`src/rtl/bip_control.sv`:
```
// rtl/bip_control.sv - BIP fetch/decode control: PC, instruction decode, HALT and cycle counter
module bip_control #(
  parameter int NB_BITS   = 16,
  parameter int NB_OPCODE = 5,
  parameter int NB_ADDR   = 11,
  parameter int NB_CYCLES = 32
) (
  input  logic                 i_clk,
  input  logic                 i_rst,
  input  logic                 i_en,
  input  logic [NB_BITS-1:0]   i_instr,
  output logic [NB_ADDR-1:0]   o_pc,
  output logic [NB_ADDR-1:0]   o_operand,
  output logic [1:0]           o_sel_a,
  output logic                 o_sel_b,
  output logic                 o_op_code,
  output logic                 o_wr_acc,
  output logic                 o_wr_ram,
  output logic                 o_rd_ram,
  output logic                 o_halted,
  output logic [NB_CYCLES-1:0] o_cycles
);

  typedef enum logic {
    ST_RUN  = 1'b0,
    ST_HALT = 1'b1
  } state_t;

  localparam logic [NB_OPCODE-1:0] OP_HLT  = NB_OPCODE'(0);
  localparam logic [NB_OPCODE-1:0] OP_STO  = NB_OPCODE'(1);
  localparam logic [NB_OPCODE-1:0] OP_LD   = NB_OPCODE'(2);
  localparam logic [NB_OPCODE-1:0] OP_LDI  = NB_OPCODE'(3);
  localparam logic [NB_OPCODE-1:0] OP_ADD  = NB_OPCODE'(4);
  localparam logic [NB_OPCODE-1:0] OP_ADDI = NB_OPCODE'(5);
  localparam logic [NB_OPCODE-1:0] OP_SUB  = NB_OPCODE'(6);
  localparam logic [NB_OPCODE-1:0] OP_SUBI = NB_OPCODE'(7);

  localparam logic [NB_ADDR-1:0]   PC_ONE  = NB_ADDR'(1);
  localparam logic [NB_CYCLES-1:0] CYC_ONE = NB_CYCLES'(1);
  localparam logic [NB_CYCLES-1:0] CYC_MAX = '1;

  state_t                 r_state;
  logic [NB_ADDR-1:0]     r_pc;
  logic                   r_halted;
  logic [NB_CYCLES-1:0]   r_cycles;

  logic [NB_OPCODE-1:0]   w_opcode;
  logic                   w_run;
  logic                   w_is_hlt;

  assign w_opcode = i_instr[NB_BITS-1 -: NB_OPCODE];
  // An instruction executes only in RUN with the step enable high and no reset pending.
  assign w_run    = (r_state == ST_RUN) && i_en && !i_rst;
  assign w_is_hlt = (w_opcode == OP_HLT);

  // Single-cycle decode: datapath selects and memory strobes follow the fetched opcode.
  always_comb begin
    o_sel_a   = 2'b00;
    o_sel_b   = 1'b0;
    o_op_code = 1'b0;
    o_wr_acc  = 1'b0;
    o_wr_ram  = 1'b0;
    o_rd_ram  = 1'b0;
    if (w_run) begin
      case (w_opcode)
        OP_STO:  o_wr_ram = 1'b1;
        OP_LD: begin
          o_rd_ram = 1'b1;
          o_wr_acc = 1'b1;
        end
        OP_LDI: begin
          o_sel_a  = 2'b01;
          o_wr_acc = 1'b1;
        end
        OP_ADD, OP_SUB: begin
          o_rd_ram  = 1'b1;
          o_sel_a   = 2'b10;
          o_op_code = (w_opcode == OP_ADD);
          o_wr_acc  = 1'b1;
        end
        OP_ADDI, OP_SUBI: begin
          o_sel_a   = 2'b10;
          o_sel_b   = 1'b1;
          o_op_code = (w_opcode == OP_ADDI);
          o_wr_acc  = 1'b1;
        end
        default: ;
      endcase
    end
  end

  // RUN/HALT state, PC, halted flag and saturating cycle counter.
  always_ff @(posedge i_clk) begin
    if (i_rst) begin
      r_state  <= ST_RUN;
      r_pc     <= '0;
      r_halted <= 1'b0;
      r_cycles <= '0;
    end else if (w_run) begin
      if (r_cycles != CYC_MAX) begin
        r_cycles <= r_cycles + CYC_ONE;
      end
      if (w_is_hlt) begin
        r_state  <= ST_HALT;
        r_halted <= 1'b1;
      end else begin
        r_pc <= r_pc + PC_ONE;
      end
    end
  end

  assign o_pc      = r_pc;
  assign o_operand = i_instr[NB_ADDR-1:0];
  assign o_halted  = r_halted;
  assign o_cycles  = r_cycles;

endmodule

```
`config.mk`:
```
export PLATFORM = sky130hd
export DESIGN_NAME = bip_control
export DESIGN_NICKNAME = d
export VERILOG_FILES = /design/src/rtl/bip_control.sv
export SDC_FILE = /design/constraint.sdc
export NUM_CORES = 1
export LEC_CHECK = 0
export CAP_MARGIN = 20
export CORE_ASPECT_RATIO = 0.5
export CORE_MARGIN = 8
export CORE_UTILIZATION = 49
export DETAILED_ROUTE_END_ITERATION = 10
export PLACE_DENSITY_LB_ADDON = 0.15
export SYNTH_ARGS = -nofsm -noshare
export SYNTH_HDL_FRONTEND = slang
export SYNTH_SLANG_ARGS = --single-unit
```
`constraint.sdc`:
```
create_clock -name i_clk -period 5.8 [get_ports i_clk]
set_input_delay 0.87 -clock i_clk [delete_from_list [all_inputs] [get_ports i_clk]]
set_output_delay 0.87 -clock i_clk [all_outputs]
set_load 0.02 [all_outputs]
```
# Word-level counts from Yosys, hierarchy flattened
# Cells that the tools add are included.
[op_classes] addsub=2 multipliers=0 n_div=0 order_cmp=0 eq_ne=8 shifts=0 mux=12 n_bitwise=2 reduce_logical=12
[op_table] operator="$add A32 B1 Y32 const B" n=1
[op_table] operator="$ne A32 B32 Y1 const B" n=1
[op_table] operator="$eq A5 B3 Y1 const B" n=4
[op_table] operator="$add A11 B1 Y11 const B" n=1
[op_table] operator="$eq A5 B2 Y1 const B" n=2
[op_table] operator="$mux W1" n=9
[op_table] operator="$reduce_and A2 Y1" n=3
[op_table] operator="$reduce_or A6 Y1" n=1
[op_table] operator="$eq A5 B1 Y1 const B" n=1
[op_table] operator="$logic_not A5 Y1" n=1
[op_table] operator="$pmux W2 S2" n=1
[op_table] operator="$reduce_or A2 Y1" n=2
[op_table] operator="$reduce_or A4 Y1" n=1
[op_table] operator="$reduce_or A3 Y1" n=1
[op_table] operator="$logic_and A1 B1 Y1" n=2
[op_table] operator="$mux W2" n=1
[op_table] operator="$not A1 Y1" n=2
[op_table] operator="$pmux W1 S2" n=1
[op_table] operator="$logic_not A1 Y1" n=1
[totals] reg_bits=44 latch_bits=0 ram_bits=0 romBits=0 in_bits=19 output_inout_bits=62 wordCells=39 memories=0

# Longest topological paths before layout
# Gate-level depths: netlist of run 1.
[depth] depth_word=4 depth_mapped=8 ltp_nobuf=6

# Least setup slack after synthesis of run 1
# No wires, ideal clock.
[synth_timing] kind="input port to output port" from="input port i_rst" to="output port o_sel_a[0]" arrival_time_ns=2.338 required_ns=4.930 slack_ns=2.592 cell_stages=6 n_path_buf=2 cell_sequence="buf_6 -> or3b_1 -> buf_6 -> nor3_1 -> nand2_1 -> nor3b_1"
[synth_between] elab_chain_len=3
[synth_lines] item="start, declared" line="9" rtl="input logic i_rst,"
[synth_lines] item="$logic_not A1 Y1" line="53" rtl="assign w_run = (r_state == ST_RUN) && i_en && !i_rst;"
[synth_lines] item="$logic_and A1 B1 Y1" line="53"
[synth_lines] item="$mux W2" line="64" rtl="if (w_run) begin"
[synth_lines] item="end, declared" line="14" rtl="output logic [1:0] o_sel_a,"
# Every way passes these cells.

# Worst setup path in the final report of run 1
# Same ends and word-level chain as after synthesis.

==> results.cfg, run 1 <==
[placed_design]
place_congestion = 0.758
place_hpwl_um = 4070
dpl-instance-area_um2 = 2830
dp.cells = 365
placement.io_buffers = 58

[layout]
areaGrowthSynthToFinish_pct = 25.3
fillers = 389
layout-drive-gt1-share_pct = 5.40
count_of_inserted_antenna_diode_cells = 0
post_layout_nonfiller_instances = 372
stdcell_area_um2 = 2900
layout.cells.most_common_list = clkdlybuf4s50_1, dfxtp_1, a21oi_1
mostFrequentLayoutCell = clkdlybuf4s50_1
net_count_reported_at_finish = 336

[timing]
fmax_mhz = 229
unrepaired_setup_endpoints_after_global_routing = false
timing_worst_slew_pin_value_ps = 908
post_route_fraction_of_the_period_consumed_by_the_critical_path_pct = 75.3
min_period_ps = 4370
timing.max_slew.rel_slack_pct = 39.5
setup_tns_ps = 0
hold_viol_final = 0
setup_violations = 0
timing.clock.skew_ps = 8.22
finalMaxSlewViolations = 0

[logic_synthesis]
synth_area_per_cell_um2 = 8.58
seq_area_frac_synth_pct = 38.0
synthArstFlopShare_pct = 0
post_synthesis_net_count = 291
ys.flop_type = dfxtp_1
yosys.area.top_type = dfxtp_1
ys_warn_count = 0
syn-cell-area_um2 = 2320
ys_types = 43
synthDominantCellAreaShare_pct = 38.0
synth_edf_count = 0
postSynthCellCount = 270
leading_cell_types_by_total_area_after_synthesis = dfxtp_1, a21oi_1, nand4_1
synthesis_stage_register_bit_count = 44

[setup_path]
worstSetupStartpoint = i_rst
rr_startpoint = o_cycles[0]
worst_endpoint_data_arrival_time_ps = 3500
critPathMaxStageDelay_ps = 650
cell_with_the_largest_stage_delay_on_the_worst_path = clkdlybuf4s50_1
category_of_the_worst_setup_path_launch_point = input port
worst-r2r-cell-count = 6
critPathMaxFanout = 46
path_common_cell = clkdlybuf4s50_1
critPathTopFamily = buffers and inverters
cp.depth = 7
critPathKind = in2out
cp.buffers_inverters = 3
ff2ff_setup_slack_ps = 3190
regToRegEndpoint = o_cycles[23]
crit_chain = clkdlybuf4s50_1, buf_4, or3b_1, nor3_1, nand2_1, nor3b_1, clkdlybuf4s50_1
critical_path.endpoint_type = primary output
worst_setup_ep = o_sel_a[0]
critical_path_required_time_ps = 4930

[hold_path]
min-delay-path-class = reg2reg
worst_hold_path.num_cells = 2

[route]
dr_total_vias = 2118
drc_errors = 0
routed_via_density = 5.69
drtIter0Drc = 92
postRouteWirelength_um = 5630
wire_per_inst_um = 15.1
detail_route.first_pass.iterations = 4
antenna_violating_nets_post_route = 0

[grt]
grt_antenna_before_repair = 0
vias_in_the_first_global_route = 2093
grt_util_all_layers_pct = 15.6
maximum_number_of_pins_on_one_net_before_global_route_repair = 47
grt_first_pass_wirelength_um = 9630
grt-ovfl-total = 0

[pwr]
power_frac_comb_pct = 6.2
cellPowerDensity_nw_per_um2 = 179
power.share.sequential_pct = 59.1
leakagePower_nw = 0.917
switching_share_pct = 23.3
power.clock.fraction_pct = 34.8
p_sw_mw = 0.121
p_int_mw = 0.399
worst_ir_drop_vdd_mv = 0.119

[clock_network]
cts.reportedPaths.clkPinSlew_ps = 80
cts_hold_repair.buffers = 0
cts_resized = 0
cts_root_buf = clkbuf_8
htree_levels = 2
clkSinkCount = 44
post-cts-setup-buffer-count = 0
cts_buffers = 5
tritoncts_clock_tree = done
cts.path.max_buffers = 2
clock_latency_ps = 290

[floorplan]
die-area_um2 = 7320
floorplan.io_pins = 81
effective_utilization_at_floorplan_pct = 51.9
chipWidth_um = 113
core_region_area_um2 = 4470
chipHeight_um = 64.6
std_cell_rows = 17

[status]
run_status = finished, final reports clean

[flow_run]
timing.max_cap.violations = 0
## registers in the layout (all words and copies together) (netlist names)
name and count:
o_cycles 32, o_pc 11, o_halted 1
## worst min-delay path by stage
stage / startpoint / end / slack (ps)
CTS: o_cycles[31] / o_cycles[31] / 520
global placement: o_cycles[17] / o_cycles[17] / 480
finish: o_cycles[17] / o_cycles[17] / 520
global route: o_cycles[17] / o_cycles[17] / 550
detailed placement: o_cycles[7] / o_cycles[7] / 500
floorplan: o_cycles[2] / o_cycles[2] / 560
## per-stage QoR
stage	worst slack, ps	utilization [%]	power [mW]	hold slack, ps
floorplan	2590	-	0.345	559
global placement	1610	63.3	0.346	483
detailed placement	1460	63.3	0.347	502
CTS	1460	65.0	0.526	516
global route	1350	65.0	0.543	548
finish	1430	65.0	0.520	515
## cells in the mapped netlist, types with 9 or more instances
library cell,count
nand4_1,16
nor2_1,24
dfxtp_1,44
xor2_1,9
nand3_1,10
buf_4,11
a21oi_1,25
or3_1,14
o31ai_1,12
o21ai_0,9
or4_1,9
nand2_1,21
## worst min-delay path, cell delays in order (launching register included)
cell     delay, ps
dfxtp_1        340
o31ai_1         80
a21oi_1         60
## cell families after synthesis
logic type / share of synthesized area (%)
AO/OA/AOI/OAI: 17.7
adder cells (fa/ha/maj): 1.08
buffers and inverters: 7.61
multiplexers: 1.30
AND/OR/NAND/NOR: 29.1
flip-flops: 38.0
XOR/XNOR: 5.29
## area by class of cell
type | instances | area (um^2) | share of cell area, %
inverters | 7 | 26.3 | 0.905
flip-flops and latches | 44 | 881 | 30.3
clock buffers | 6 | 72.6 | 2.50
well taps | 57 | 71.3 | 2.46
repair buffers | 59 | 588 | 20.2
multi-input cells | 198 | 1260 | 43.4
clock inverters | 1 | 5.00 | 0.172
## power groups by stage
stage	logic (mW)	registers, mW	clock network, mW
6_report	0.0322	0.307	0.181
5_1_grt	0.0349	0.308	0.200
4_1_cts	0.0325	0.307	0.186
3_5_place_dp	0.0325	0.314	0
3_3_place_gp	0.0315	0.314	0
2_1_floorplan	0.0295	0.316	0
## routing by layer
metal	global-route usage [%]	share of wire, %
met3	6.93	8.0
met4	4.93	1.2
met2	26.3	47
met5	0	0
met1	17.7	44
Note: power is estimated with default switching activity, not from simulation.
==> inputs of run 2 (changes only) <==
--- a/config.mk
+++ b/config.mk
@@ -8,7 +8,7 @@
 export CAP_MARGIN = 20
 export CORE_ASPECT_RATIO = 0.5
 export CORE_MARGIN = 8
-export CORE_UTILIZATION = 49
+export CORE_UTILIZATION = 45
 export DETAILED_ROUTE_END_ITERATION = 10
 export PLACE_DENSITY_LB_ADDON = 0.15
 export SYNTH_ARGS = -nofsm -noshare
==> constraint.sdc (replaced) <==
create_clock -name i_clk -period 4.6 [get_ports i_clk]
set_input_delay 0.69 -clock i_clk [delete_from_list [all_inputs] [get_ports i_clk]]
set_output_delay 0.69 -clock i_clk [all_outputs]
set_load 0.02 [all_outputs]
==> run 2 against run 1 <==
Non-clock buffer count is the same; final area grew 2.1%; largest cell class unchanged; register-to-register slack worse by 1200 ps; critical endpoint unchanged; sequential power rose by 26%; sequential share of layout area shrank 0.61 points; total power up 43%; first-iteration DRC count increased by 16%.
==> results.cfg, run 2 (synthesized netlist as in run 1, its figures left out) <==
[layout]
count_of_inserted_antenna_diode_cells = 0
areaGrowthSynthToFinish_pct = 27.9
fillers = 496
mostFrequentLayoutCell = clkdlybuf4s50_1
post_layout_nonfiller_instances = 386
finish.utilization_pct = 59.8
stdcell_area_um2 = 2960
net_count_reported_at_finish = 336
largest_reg_flops = 32
layout-drive-gt1-share_pct = 6.01
layout.cells.most_common_list = clkdlybuf4s50_1, dfxtp_1, a21oi_1

[clock_network]
cts.path.max_buffers = 2
htree_levels = 2
cts_root_buf = clkbuf_8
cts_hold_repair.buffers = 0
cts_buffers = 5
post-cts-setup-buffer-count = 0
clock_latency_ps = 300
clkSinkCount = 44
cts_resized = 0
tritoncts_clock_tree = done
cts.reportedPaths.clkPinSlew_ps = 90

[setup_path]
worst_endpoint_data_arrival_time_ps = 3110
critPathMaxFanout = 6
category_of_the_worst_setup_path_launch_point = input port
critical_path_required_time_ps = 3910
critical_path.endpoint_type = primary output
critPathKind = in2out

[pwr]
power.share.sequential_pct = 52.1
p_sw_mw = 0.166
leakagePower_nw = 0.938
p_total_mw = 0.743
power.clock.fraction_pct = 42.3
switching_share_pct = 22.3
p_int_mw = 0.577
worst_ir_drop_vdd_mv = 0.126
power_frac_comb_pct = 5.5
cellPowerDensity_nw_per_um2 = 251

[route]
detail_route.first_pass.iterations = 4
antenna_violating_nets_post_route = 0
drtIter0Drc = 107
wire_per_inst_um = 15.2
dr_total_vias = 2104
postRouteWirelength_um = 5850
drc_errors = 0
routed_via_density = 5.45

[status]
run_status = finished, final reports clean

[timing]
unrepaired_setup_endpoints_after_global_routing = false
hold_viol_final = 0
finalWorstSetupSlack_ps = 804
timing.max_slew.rel_slack_pct = 39.6
timing.clock.skew_ps = 6.76
timing_worst_slew_pin_value_ps = 905
hold_slack_ps = 505
setup_tns_ps = 0
post_route_fraction_of_the_period_consumed_by_the_critical_path_pct = 82.5
setup_violations = 0
min_period_ps = 3800
fmax_mhz = 263
finalMaxSlewViolations = 0

[placed_design]
place_congestion = 0.718
post-place-ws_ps = 806
dpl-instance-area_um2 = 2840
dp.cells = 378
placement.io_buffers = 58
place_hpwl_um = 4230

[floorplan]
chipWidth_um = 117
die-area_um2 = 7840
core_region_area_um2 = 4950
std_cell_rows = 18
floorplan.io_pins = 81
effective_utilization_at_floorplan_pct = 46.8
chipHeight_um = 66.7

[grt]
vias_in_the_first_global_route = 2118
grt-ovfl-total = 0
grt_util_all_layers_pct = 15.3
grt_first_pass_wirelength_um = 10100
grt_antenna_before_repair = 0
maximum_number_of_pins_on_one_net_before_global_route_repair = 46

[flow_run]
timing.max_cap.violations = 0

[hold_path]
min-delay-path-class = reg2reg
-- run 2: cell type report --
type / instances / area [um^2] / share of cell area [%]
clock buffers: 6 / 82.6 / 2.79
clock inverters: 2 / 38.8 / 1.31
inverters: 7 / 26.3 / 0.886
multi-input cells: 198 / 1260 / 42.5
flip-flops and latches: 44 / 881 / 29.7
well taps: 70 / 87.6 / 2.95
repair buffers: 59 / 588 / 19.8
-- run 2: worst max-delay path: stages --
cell and delay, ps:
clkdlybuf4s50_1 490, or3b_1 510, nor3_1 360, nand2_1 150
nor3b_1 250, clkdlybuf4s50_1 650
-- run 2: final timing paths --
kind	start	end	slack [ps]	depth (start not counted)
hold reg to reg	o_cycles[17]	o_cycles[17]	500	2
setup reg to reg	o_cycles[0]	o_cycles[19]	2030	6
hold / removal	o_cycles[17]	o_cycles[17]	500	2
setup / recovery	i_en	o_sel_a[0]	800	6
-- run 2: power by group through the flow --
stage	clock, mW	sequential, mW	combinational, mW
2_1_floorplan	0	0.398	0.0372
3_3_place_gp	0	0.396	0.0405
3_5_place_dp	0	0.396	0.0413
4_1_cts	0.321	0.387	0.0415
5_1_grt	0.341	0.388	0.0447
6_report	0.315	0.387	0.0412
-- run 2: per-layer routing --
metal | part of all wire (%) | vias to the layer above | track usage [%]
li1 | - | 1071 | -
met3 | 5.4 | 8 | 5.56
met5 | 0 | - | 0
met2 | 47 | 42 | 25.8
met1 | 47 | 983 | 18.4
met4 | 0.79 | 0 | 4.27
